$ cat src/rtl/uart_tx_arbiter.sv
// Round-robin, packet-locking arbiter that shares one uart transmitter among NUM_REQ byte sources.
// Launch is visible one cycle after req_valid; requesters hold valid/data until req_ack; a watchdog frees a stalled uart or owner.
module uart_tx_arbiter #(
   parameter int NUM_REQ        = 4,
   parameter int TIMEOUT_CYCLES = 131072
) (
   input  logic                 clk,
   input  logic                 rst,
   input  logic [NUM_REQ-1:0]   req_valid,
   input  logic [NUM_REQ*8-1:0] req_data,
   input  logic [NUM_REQ-1:0]   req_last,
   output logic [NUM_REQ-1:0]   req_ack,
   output logic [NUM_REQ-1:0]   grant,
   output logic                 busy,
   output logic                 timeout_err,
   output logic                 uart_tx_en,
   output logic [7:0]           uart_tx_data,
   input  logic                 uart_tx_done
);

   localparam int IW = $clog2(NUM_REQ);
   localparam int WW = $clog2(TIMEOUT_CYCLES + 1);
   localparam logic [IW-1:0] LAST_IDX = IW'(NUM_REQ - 1);
   localparam logic [WW-1:0] WD_MAX   = WW'(TIMEOUT_CYCLES - 1);

   typedef enum logic [1:0] {IDLE, WAIT_DONE, LOCKED} state_t;

   state_t             state_q;
   state_t             state_nxt;
   logic [IW-1:0]      rr_ptr_q;
   logic [IW-1:0]      rr_ptr_nxt;
   logic [IW-1:0]      owner_q;
   logic [IW-1:0]      owner_nxt;
   logic               locked_q;
   logic               locked_nxt;
   logic [WW-1:0]      wd_cnt_q;
   logic [WW-1:0]      wd_cnt_nxt;

   logic               launch;
   logic [IW-1:0]      launch_idx;
   logic               done_evt;
   logic               wd_fire;
   logic               wd_max;
   logic [IW-1:0]      rr_after_owner;
   logic [IW-1:0]      pick_idx;
   int                 pick_pos;

   logic [NUM_REQ-1:0] ack_nxt;
   logic [NUM_REQ-1:0] grant_nxt;
   logic               tx_en_nxt;
   logic               err_nxt;
   logic [7:0]         tx_data_nxt;

   assign wd_max         = (wd_cnt_q == WD_MAX);
   assign rr_after_owner = (owner_q == LAST_IDX) ? '0 : owner_q + IW'(1);
   assign busy           = (state_q != IDLE);

   always_ff @(posedge clk or negedge rst) begin
      if (!rst) begin
         state_q      <= IDLE;
         rr_ptr_q     <= '0;
         owner_q      <= '0;
         locked_q     <= 1'b0;
         wd_cnt_q     <= '0;
         req_ack      <= '0;
         grant        <= '0;
         timeout_err  <= 1'b0;
         uart_tx_en   <= 1'b0;
         uart_tx_data <= 8'h00;
      end else begin
         state_q      <= state_nxt;
         rr_ptr_q     <= rr_ptr_nxt;
         owner_q      <= owner_nxt;
         locked_q     <= locked_nxt;
         wd_cnt_q     <= wd_cnt_nxt;
         req_ack      <= ack_nxt;
         grant        <= grant_nxt;
         timeout_err  <= err_nxt;
         uart_tx_en   <= tx_en_nxt;
         uart_tx_data <= tx_data_nxt;
      end
   end

   always_comb begin
      state_nxt  = state_q;
      launch     = 1'b0;
      launch_idx = owner_q;
      done_evt   = 1'b0;
      wd_fire    = 1'b0;
      pick_pos   = 0;
      pick_idx   = '0;
      case (state_q)
         IDLE: begin
            // Scan from lowest to highest priority so the rr_ptr-nearest valid wins last.
            for (int k = NUM_REQ - 1; k >= 0; k--) begin
               pick_pos = int'(rr_ptr_q) + k;
               if (pick_pos >= NUM_REQ) begin
                  pick_pos = pick_pos - NUM_REQ;
               end
               pick_idx = IW'(pick_pos);
               if (req_valid[pick_idx]) begin
                  launch     = 1'b1;
                  launch_idx = pick_idx;
               end
            end
            if (launch) begin
               state_nxt = WAIT_DONE;
            end
         end
         WAIT_DONE: begin
            if (uart_tx_done) begin
               done_evt  = 1'b1;
               state_nxt = locked_q ? LOCKED : IDLE;
            end else if (wd_max) begin
               wd_fire   = 1'b1;
               state_nxt = IDLE;
            end
         end
         LOCKED: begin
            if (req_valid[owner_q]) begin
               launch    = 1'b1;
               state_nxt = WAIT_DONE;
            end else if (wd_max) begin
               wd_fire   = 1'b1;
               state_nxt = IDLE;
            end
         end
         default: state_nxt = IDLE;
      endcase
   end

   always_comb begin
      ack_nxt     = '0;
      grant_nxt   = grant;
      tx_en_nxt   = 1'b0;
      err_nxt     = 1'b0;
      tx_data_nxt = uart_tx_data;
      owner_nxt   = owner_q;
      locked_nxt  = locked_q;
      rr_ptr_nxt  = rr_ptr_q;
      wd_cnt_nxt  = wd_cnt_q;
      if (launch) begin
         tx_data_nxt         = req_data[{launch_idx, 3'b000} +: 8];
         tx_en_nxt           = 1'b1;
         ack_nxt[launch_idx] = 1'b1;
         grant_nxt           = '0;
         grant_nxt[launch_idx] = 1'b1;
         owner_nxt           = launch_idx;
         locked_nxt          = ~req_last[launch_idx];
         wd_cnt_nxt          = '0;
      end else if (done_evt) begin
         wd_cnt_nxt = '0;
         if (!locked_q) begin
            rr_ptr_nxt = rr_after_owner;
            grant_nxt  = '0;
         end
      end else if (wd_fire) begin
         err_nxt    = 1'b1;
         locked_nxt = 1'b0;
         rr_ptr_nxt = rr_after_owner;
         grant_nxt  = '0;
         wd_cnt_nxt = '0;
      end else if (state_q != IDLE) begin
         wd_cnt_nxt = wd_cnt_q + WW'(1);
      end
   end

endmodule

$ cat config.mk
export PLATFORM = sky130hd
export DESIGN_NAME = uart_tx_arbiter
export DESIGN_NICKNAME = d
export VERILOG_FILES = /design/src/rtl/uart_tx_arbiter.sv
export SDC_FILE = /design/constraint.sdc
export NUM_CORES = 1
export LEC_CHECK = 0
export ABC_AREA = 1
export CAP_MARGIN = 10
export CORE_MARGIN = 2
export CORE_UTILIZATION = 54
export CTS_CLUSTER_SIZE = 25
export DETAILED_ROUTE_END_ITERATION = 7
export PLACE_DENSITY = 0.84
export SLEW_MARGIN = 20
export SYNTH_ARGS = -nofsm -noshare
export SYNTH_HDL_FRONTEND = slang
export SYNTH_SLANG_ARGS = --single-unit
$ cat constraint.sdc
create_clock -name clk -period 5.1 [get_ports clk]
set_input_delay 1.02 -clock clk [delete_from_list [all_inputs] [get_ports clk]]
set_output_delay 1.02 -clock clk [all_outputs]
set_load 0.05 [all_outputs]
# --- After elaboration in Yosys (flattened, before gate mapping) ---
# Cells that the tools add are included.
totals:
  out_inout_bits: 19
  wordCells: 117
  reg_bits: 43
op_classes:
  mux: 66
  reduce_logical: 10
  eq_ne: 8
  shift: 1
  n_addsub: 9
  order_cmp: 11
  bitwise: 2
op_table:
  columns: ["cell", "count"]
  rows:
  - ["18-bit 2-to-1 mux", 4]
  - ["2-bit 2-to-1 mux", 22]
  - ["32-bit by 6-bit indexed part select with 8-bit output", 1]
  - ["1-bit 2-to-1 mux", 25]
  - ["4-bit 2-to-1 mux", 5]
  - ["18-bit by 1-bit adder with 18-bit output, second input constant", 1]
  - ["18-bit by 17-bit equality test with 1-bit output, second input constant", 1]
  - ["2-bit by 3-bit < comparator with 1-bit output, second input constant", 6]
  - ["1-bit binary-select mux with 2-bit select", 6]
  - ["3-bit >= comparator, second input constant", 3]
  - ["2-bit by 1-bit subtractor with 2-bit output, second input constant", 4]
  - ["2-bit by 2-bit adder with 3-bit output, second input constant", 2]
  - ["2-bit inequality test, second input constant", 3]
  - ["2-bit one-hot mux with 3 select lines", 1]
  - ["2-bit nonzero test", 3]
  - ["2-bit equality test, second input constant", 2]
  - ["1-bit one-hot mux with 2 select lines", 2]
  - ["2-bit AND reduction", 2]
  - ["4-bit nonzero test", 1]
  - ["2-bit by 1-bit adder with 3-bit output, second input constant", 1]
  - ["2-bit by 3-bit >= comparator with 1-bit output, second input constant", 1]
  - ["3-bit inequality test, second input constant", 1]
  - ["3-bit AND reduction", 1]
  - ["3-bit nonzero test", 1]
  - ["other kinds (7)", 8]

# --- Logic depth before layout (Yosys ltp) ---
depth:
  depth_word: 16
  depth_mapped: 16
  depth_no_buf: 15

# --- Least setup slack after synthesis ---
# No wires, ideal clock.
synth_timing:
  path_type: "input -> register"
  start: "input req_valid[3]"
  end: "register wd_cnt_q[15]"
  arrival_ns: 2.237
  path_slack_ns: 2.795
  setup_time_ns: 0.068
  n_path_buf: 1
  cell_stages: 13
  required_ns: 5.032
  path_cell_list: "inv_1 > nand2_1 > and2_4 > nand2_2 > nand2_2 > clkinv_2 > nand3_4 > a21boi_4 > nand2_4 > nor2_4 > inv_2 > buf_8 > nor2_4"
synth_via:
  elab_chain_cells: 9
  word_cells_on_any_way: 23
synth_rtl:
  columns: ["element", "line", "rtl"]
  rows:
  - ["from (decl)", "9", "input logic [NUM_REQ-1:0] req_valid,"]
  - ["1-bit binary-select mux with 2-bit select", "101", "if (req_valid[pick_idx]) begin"]
  - ["1-bit 2-to-1 mux (implied by the code)", "101", null]
  - ["1-bit 2-to-1 mux (4 in series)", "101", null]
  - ["1-bit 2-to-1 mux", "92", "case (state_q)"]
  - ["1-bit one-hot mux with 2 select lines", "92", null]
  - ["4-bit nonzero test (no line) or 18-bit 2-to-1 mux (tied branches)", null, null]
  - ["to (signal assigned)", "75", "wd_cnt_q <= wd_cnt_nxt;"]
  - ["to (decl)", "36", "logic [WW-1:0] wd_cnt_q;"]
# Parallel ways exist; a longest one is shown, timed or not. The select of a mux whose other input is x is not followed.
# A chain may end at the register's enable or synchronous reset.

# --- Final worst setup path ---
layout_timing:
  start: "input req_valid[3]"
  end: "register uart_tx_data[6]"
layout_via:
  elab_chain_cells: 8
  word_cells_on_any_way: 23
layout_rtl:
  columns: ["element", "line", "rtl"]
  rows:
  - ["1-bit binary-select mux with 2-bit select", "101", null]
  - ["1-bit 2-to-1 mux (implied by the code)", "101", null]
  - ["2-bit 2-to-1 mux or 1-bit 2-to-1 mux (tied branches) (4 in series)", "101", null]
  - ["2-bit 2-to-1 mux or 1-bit 2-to-1 mux (tied branches)", "92", null]
  - ["32-bit by 6-bit indexed part select with 8-bit output or 1-bit one-hot mux with 2 select lines (tied branches)", "143, 92", null]
  - ["to (signal assigned)", "80", "uart_tx_data <= tx_data_nxt;"]
  - ["to (decl)", "17", "output logic [7:0] uart_tx_data,"]
# Parallel ways exist; a longest one is shown, timed or not. The select of a mux whose other input is x is not followed.

==> impl_metrics.ini <==
[floorplanning]
coreArea_mm2 = 0.00507
start_util_pct = 55.4
die_x_um = 76.2
rows = 26
die_area_mm2 = 0.00580
die_h_um = 76.2
io_pins = 62

[worst_hold_path]
hold_path.class = reg2reg
worstHoldPathCells = 1

[clock_network]
clock-sinks = 43
cts_resized = 0
ctsHoldBuffers = 0
clk_pin_slew_ps = 80
cts-root-buf = clkbuf_8
clock_latency_ps = 290
cts_max_level = 2
post-cts-setup-buffers = 0
cts-buffers-inserted = 5
cts_buffer_depth = 2
cts_tree = done

[power]
clock_power_share_pct = 9.9
power.switching_uw = 1190
power.leakage_uw = 0.00170
peakVddDrop_uv = 407
swShare_pct = 54.7
intPower_uw = 984
seqPwrFrac_pct = 23.7
power_density_mw_per_mm2 = 621
p_comb_share_pct = 66.4

[layout]
antenna_cells = 0
drive_above_1_share_pct = 7.92
nNetsFinal = 490
layout_common_cells = nand2_1, clkdlybuf4s50_1, inv_1, nand3_1, dfrtp_1
stdcell_count = 512
areaGrowthSynthToFinish_pct = 24.4
utilization_pct = 68.9
final_common_cell = nand2_1

[detailed_routing]
via_count = 2703
vias_per_cell = 5.28
wl_per_cell_um = 12.8
antenna_left = 0
post-route-drc-count = 0
wirelength_um = 6560
drt_iter0_drc = 209
first_pass_iters = 5

[yosys]
netlist_area_mm2 = 0.00281
yosys.area.top_type_share_pct = 38.3
synth.ff_latch_count = 43
synth_seq_area_share_pct = 38.3
yosys-top-cells-area = dfrtp_1, nand2_1, nand3_1
synth_fp_nets = 435
synthCells = 386
synth_area_per_cell_um2 = 7.28
ys.flop_type = dfrtp_1
synthArstFlopShare_pct = 100
synth_edf_count = 0
synthDistinctLibCells = 37
synth_warnings = 0
synth_top_area_cell = dfrtp_1

[global_route]
grt_pass1_wl_um = 11100
grt_max_degree = 44
antenna_found_initial = 0
groute.usage.overall_pct = 23.1
grt_pass1_vias = 2612
grt_remaining_overflow = 0

[place]
dp_cells = 504
hpwlAfterDp_um = 4900
place_ws_ps = 1310
numPortBuffers = 61
finalWeightedCongestion = 0.928

[run_status]
status = finished clean

[timing]
clock_skew_ps = 2.13
hold_slack_ps = 505
finalSetupViolCount = 0
worst_pin_slew_ps = 945
fin_crit_ps = 3520
max_freq_mhz = 284
fin_crit_sh_pct = 69.1
hold_viol_final = 0
finalMaxSlewViolations = 0
slew_headroom_pct = 37.0
tns_ps = 0
grt_setup_unrepaired = no
fin_ws_ps = 1580

[worst_setup_path]
required_ps = 5320
path_buf_inv = 3
path_cells = clkdlybuf4s50_1, inv_1, nand2_1, and2_4, nand2_2, nand2_2, clkinv_2, nand2_1, nand2_1, nand2_1, nand2_1, nand2_1, nand3_1, a21oi_1
path_max_fanout = 22
path_class = in2reg
cp_slowest_stage_delay_ps = 620
crit_slowest_cell = nand2_1
crit_arrival_ps = 3740
end_kind = flip-flop
cp_top_family = simple AND/OR/NAND/NOR gates
worst-path-stages = 14
crit_top_cell = nand2_1
ff2ff_path_depth = 8
critPathLaunchType = input pin

[run]
cap_violations = 0
[sequential cells by signal, summed over array words and instances (netlist names)]
name	flops
grant	4
locked_q	1
owner_q	2
req_ack	4
rr_ptr_q	2
state_q	2
timeout_err	1
uart_tx_data	8
uart_tx_en	1
wd_cnt_q	18
[routing by layer]
metal  up-vias  GRT usage (%)  routed length (um)
li1       1328              -                   -
met1      1261           27.5                2670
met2       100           41.1                3310
met3        14           4.86                 454
met4         0           8.73                 123
met5         -              0                   0
[cells by family (layout without fill, tap and decap cells)]
| kind of cell | Yosys count | count (layout) | synth area share, % |
|---|---|---|---|
| xor gates and xnor gates | 8 | 8 | 2.49 |
| adders and majority gates | 6 | 6 | 2.67 |
| and+or+nand+nor | 223 | 223 | 38.3 |
| buffers and inverters | 73 | 129 | 11.3 |
| AOI/OAI and AO/OA | 33 | 33 | 6.99 |
| DFF | 43 | 43 | 38.3 |
[worst reg2reg max path, delay by kind of cell, from the launching register on]
family / cells / cell delay, ps
adder cells (fa/ha/maj): 1 / 440
AO/OA/AOI/OAI: 2 / 450
AND/OR/NAND/NOR: 3 / 1280
buffers and inverters: 2 / 410
flip-flops: 1 / 400
[per-stage QoR]
step	cell area, um2	power [uW]
4_1_cts	3500	2160
2_1_floorplan	2810	1660
3_3_place_gp	3410	1900
3_5_place_dp	3410	1940
6_report	3500	2170
5_1_grt	3500	2330
[layout make-up]
type | count | area (um2)
clock buffer | 6 | 72.6
clock inverter | 2 | 12.5
fill | 426 | 1580
inverter | 60 | 226
multi-input combinational | 270 | 1420
sequential | 43 | 1080
tap | 70 | 87.6
timing repair buffer | 61 | 606
[synthesized netlist by cell type (all sizes together), types with 2 or more instances]
cell type  number
dfrtp          43
nand4          11
nand2          97
a31o            2
o21ai           8
nor2           51
nor3            8
nand3b          2
buf            13
ha              6
nand3          50
xor2            5
a21oi          17
inv            59
xnor2           3
a31oi           2
[power by group through the flow]
stage          registers [uW]  logic [uW]  clock network (uW)
3_5_place_dp              518        1430                   0
5_1_grt                   524        1570                 235
4_1_cts                   513        1430                 221
6_report                  515        1440                 215
3_3_place_gp              520        1380                   0
2_1_floorplan             696         963                   0
[path summary, 6_finish.rpt]
kind	end	startpoint	slack, ps
setup reg to reg	grant[2]$_DFFE_PN0P_	state_q[0]$_DFFE_PN0P_	2030
setup / recovery	uart_tx_data[6]$_DFFE_PN0N_	req_valid[3]	1580
max in group asynchronous	uart_tx_data[5]$_DFFE_PN0N_	rst	3650
hold / removal	wd_cnt_q[7]$_DFFE_PN0P_	wd_cnt_q[6]$_DFFE_PN0P_	500
hold reg to reg	wd_cnt_q[7]$_DFFE_PN0P_	wd_cnt_q[6]$_DFFE_PN0P_	500
min in group asynchronous	wd_cnt_q[0]$_DFFE_PN0P_	rst	860
Note: power is estimated with default switching activity, not from simulation.
==> edit 1 (config.mk and constraints unchanged) <==
Change the parameter `TIMEOUT_CYCLES` from 131072 to 262144.
--- a/src/rtl/uart_tx_arbiter.sv
+++ b/src/rtl/uart_tx_arbiter.sv
@@ -2,7 +2,7 @@
 // Launch is visible one cycle after req_valid; requesters hold valid/data until req_ack; a watchdog frees a stalled uart or owner.
 module uart_tx_arbiter #(
    parameter int NUM_REQ        = 4,
-   parameter int TIMEOUT_CYCLES = 131072
+   parameter int TIMEOUT_CYCLES = 262144
 ) (
    input  logic                 clk,
    input  logic                 rst,
Formal check against the unedited RTL: same outputs for any inputs over 10 cycles, from zero or initial values and one cycle with rst low; that may be too few to reach the edited logic, so the function may still have changed.
==> edit 1 against the original RTL <==
  * Largest cell class unchanged
  * Global-route usage is 2.9 points higher
  * Count of clock-buffer cells in the layout is 1 lower
  * Sequential cell count is 1 higher
  * Routed wire length is 17% higher
  * Largest power group unchanged
  * Sequential power hardly changed
  * Setup slack better by 180 ps
  * Area after synthesis is 11% higher
  * Via count is 8.7% higher
  * Synthesized cell count is 12% higher
  * Design area is 10% higher
  * Cell count is 10% higher
  * Power is 1.3% lower
==> edit 1: results (changes against the original RTL) <==
DR iter-0 viols 188 (was 209); CP Max Fanout 11 (was 22); peak supply drop 0.4962 mV (was 0.4067 mV); RD Place Congestion 0.8831 (was 0.9280); Post-Synth Adder-Cell Area 0.02414 (was 0.02670); Worst path slowest cell clkdlybuf4s50_1 (was nand2_1); top_reg_cell synth dfrtp_1 (unchanged); CP delay by family, top buffers and inverters (was simple AND/OR/NAND/NOR gates); Compound-Gate Fraction of Synth Area 0.05430 (was 0.06987); relative slew slack 0.6406 (was 0.3697); length of routed met3 wiring 440 um (was 454 um); clock network area share 0.02985 (was 0.02432); FF+latch count 44 (was 43); biggest regs wd_cnt_q x19, uart_tx_data x8 (was wd_cnt_q x18, uart_tx_data x8); Int Pwr 1.004 mW (was 0.9844 mW); Clock Skew 3.636 ps (was 2.128 ps); # placed instances 556 (was 504); fin nets 541 (was 490); #MultiIn Comb 333 (was 270); GR Util met3 0.05430 (was 0.04858); register area 0.001101 mm^2 (was 0.001076 mm^2); Die W 79.90 um (was 76.16 um); Switching Share 0.5319 (was 0.5467); status finished, final reports clean (unchanged); met2 Usage GRT 0.4642 (was 0.4107); via density per instance 5.198 (was 5.279); P&R area growth vs syn 23.97% (was 24.43%); FILL cells 480 (was 426); sequential share of the synthesized area 0.3540 (was 0.3827); Post-Synthesis Cells 432 (was 386); top cells by area, synth dfrtp_1 35%, nand2_1 17%, nand2_2 6.4% (was dfrtp_1 38%, nand2_1 12%, nand3_1 8.5%); Leak 1.884 nW (was 1.702 nW); inverters 46 (was 60); DRT Pass-1 Iters 4 (was 5); post-synth net total 481 (was 435); largest net degree at the start of global routing 45 (was 44); Tot GR Track Use 0.2596 (was 0.2310); share of layout cells above drive strength 1 0.1582 (was 0.07919); top cells by count, synth 143 x nand2_1, 44 x dfrtp_1, 43 x nor2_1, 36 x inv_1, 35 x nand3_1 (was 93 x nand2_1, 56 x inv_1, 48 x nand3_1, 43 x dfrtp_1, 39 x nor2_1); max incr delay on CP 870 ps (was 620 ps); pre-CTS setup slack 2118 ps (was 1307 ps); final cell count without fillers 565 (was 512); NonClk Buf Share 0.1622 (was 0.1731); met1 GRT Util 0.2983 (was 0.2750); wire per inst 13.58 um (was 12.81 um); dpl cell area 0.003721 mm^2 (was 0.003413 mm^2)
[edit 1: cell count changes after synthesis, moves of 6 or more]
cell / change
nor3_1: -7
nand3_1: -13
xor2_1: +6
inv_1: -20
a21oi_1: -12
nand2_1: +50
nand2_2: +29
[edit 1: worst paths after layout]
path / to / slack [ps] / from / cells after the start
min: uart_tx_data[6]$_DFFE_PN0N_ / 500 / uart_tx_data[6]$_DFFE_PN0N_ / 2
max: busy / 1760 / state_q[0]$_DFFE_PN0P_ / 4
min in group asynchronous: wd_cnt_q[3]$_DFFE_PN0P_ / 600 / rst / 1
max reg2reg: grant[2]$_DFFE_PN0P_ / 2810 / state_q[0]$_DFFE_PN0P_ / 9
min reg2reg: uart_tx_data[6]$_DFFE_PN0N_ / 500 / uart_tx_data[6]$_DFFE_PN0N_ / 2
max in group asynchronous: wd_cnt_q[13]$_DFFE_PN0P_ / 4030 / rst / 2
==> edit 2 (same flow settings) <==
Made on the original files. Register the output `timeout_err` once more, cleared by the reset; this adds one clock of latency there. The other outputs are not delayed to match.
--- a/src/rtl/uart_tx_arbiter.sv
+++ b/src/rtl/uart_tx_arbiter.sv
@@ -24,6 +24,8 @@
    localparam logic [WW-1:0] WD_MAX   = WW'(TIMEOUT_CYCLES - 1);
 
    typedef enum logic [1:0] {IDLE, WAIT_DONE, LOCKED} state_t;
+
+   logic timeout_err_s0;
 
    state_t             state_q;
    state_t             state_nxt;
@@ -64,7 +66,7 @@
          wd_cnt_q     <= '0;
          req_ack      <= '0;
          grant        <= '0;
-         timeout_err  <= 1'b0;
+         timeout_err_s0 <= 1'b0;
          uart_tx_en   <= 1'b0;
          uart_tx_data <= 8'h00;
       end else begin
@@ -75,7 +77,7 @@
          wd_cnt_q     <= wd_cnt_nxt;
          req_ack      <= ack_nxt;
          grant        <= grant_nxt;
-         timeout_err  <= err_nxt;
+         timeout_err_s0 <= err_nxt;
          uart_tx_en   <= tx_en_nxt;
          uart_tx_data <= tx_data_nxt;
       end
@@ -165,5 +167,13 @@
       end
    end
 
+   always_ff @(posedge clk or negedge rst) begin
+      if (!rst) begin
+         timeout_err <= '0;
+      end else begin
+         timeout_err <= timeout_err_s0;
+      end
+   end
+
 endmodule
 
Check against the original RTL: no difference found for any inputs over 4 cycles, from zero or initial values and one cycle with rst low; that may be too few to reach the edited logic, so the function may still have changed.
==> edit 2 against the original RTL <==
  * Routed wire length fell by 1.8%
  * Design area rose by 1.4%
  * Combinational power rose by 3%
  * Sequential cell count increased by 1
  * Power rose by 5.7%
  * Sequential power is 2% higher
  * Register-to-register slack improved by 490 ps
  * Area after synthesis barely moved
  * Via count up 0.70%
  * Die area barely moved
  * Clock skew grew 2.3 ps
  * Setup slack gained 22 ps
  * Critical path type is now reg -> out
==> edit 2: results (changes against the original RTL) <==
multi-input logic area 0.001391 mm^2 (was 0.001418 mm^2); inverters 62 (was 60); Tot GR Track Use 0.2291 (was 0.2310); CP Max Fanout 13 (was 22); DRT Pass-1 Iters 6 (was 5); CP delay by family, top buffers and inverters (was simple AND/OR/NAND/NOR gates); top cells by count, synth 84 x nand2_1, 58 x inv_1, 53 x nor2_1, 44 x dfrtp_1, 42 x nand3_1 (was 93 x nand2_1, 56 x inv_1, 48 x nand3_1, 43 x dfrtp_1, 39 x nor2_1); top cells by area, synth dfrtp_1 39%, nand2_1 11%, inv_1 7.7% (was dfrtp_1 38%, nand2_1 12%, nand3_1 8.5%); Worst Path Arrival 2480 ps (was 3740 ps); Longest Clk Path Bufs 2 (unchanged); # placed instances 507 (was 504); DR iter-0 viols 156 (was 209); NonClk Buf Share 0.1707 (was 0.1731); Worst Max-Slew Pin Slew 964.8 ps (was 945.5 ps); status finished, final reports clean (unchanged); dpl hpwl 4694 um (was 4898 um); FILL cells 415 (was 426); RD Place Congestion 0.8537 (was 0.9280); Clock Skew 4.425 ps (was 2.128 ps); number of global-route vias before repair 2549 (was 2612); peak supply drop 0.5127 mV (was 0.4067 mV); Worst path slowest cell clkdlybuf4s50_1 (was nand2_1); clock network area share 0.03422 (was 0.02432); routed vias 2722 (was 2703); Yosys reg bits 44 (was 43); min-delay src timeout_err_s0$_DFF_PN0_ (was wd_cnt_q[6]$_DFFE_PN0P_); Hold Path Sink timeout_err$_DFF_PN0_ (was wd_cnt_q[7]$_DFFE_PN0P_); crit path to busy (was uart_tx_data[6]$_DFFE_PN0N_); first-pass GRT wire length 11140 um (was 11070 um); wire length on met2 3022 um (was 3310 um); met2 Usage GRT 0.3786 (was 0.4107); length of routed met3 wiring 494 um (was 454 um); post-synth cell types 38 (was 37); share of layout cells above drive strength 1 0.07865 (was 0.07919); Leak 1.748 nW (was 1.702 nW); Routed met1 length 2848 um (was 2673 um); Post-Route WL 6443 um (was 6561 um); Hold Crit Depth 0 (was 1); max incr delay on CP 790 ps (was 620 ps); largest net degree at the start of global routing 45 (was 44); Crit. Startpoint state_q[0]$_DFFE_PN0P_ (was req_valid[3])
edit 2: cells by family (layout without fill, tap and decap cells):
group	after synthesis	in the layout	synth area share
adders and majority gates	6	6	0.02671
xor gates and xnor gates	11	11	0.03429
DFF	44	44	0.3918
and+or+nand+nor	220	220	0.3598
AOI/OAI and AO/OA	33	33	0.07436
buffers and inverters	72	131	0.1131
edit 2: power by group:
group | total, mW | switching [mW] | internal [mW]
Clock | 0.281 | 0.121 | 0.160
Sequential | 0.524 | 0.0725 | 0.452
Combinational | 1.49 | 1.02 | 0.469
edit 2: stage by stage:
stage                     power, mW  worst slack [ps]  hold WS [ps]  utilization  cell area [um^2]
after floorplan               1.710              2847         331.2            -              2810
after global placement        1.972              1990         332.1       0.6750              3426
after detailed placement      2.005              1950         348.4       0.6750              3426
after CTS                     2.294              1591         368.5       0.6990              3547
after global routing          2.484              1461         385.1       0.6990              3547
final                         2.296              1598         367.1       0.6990              3547
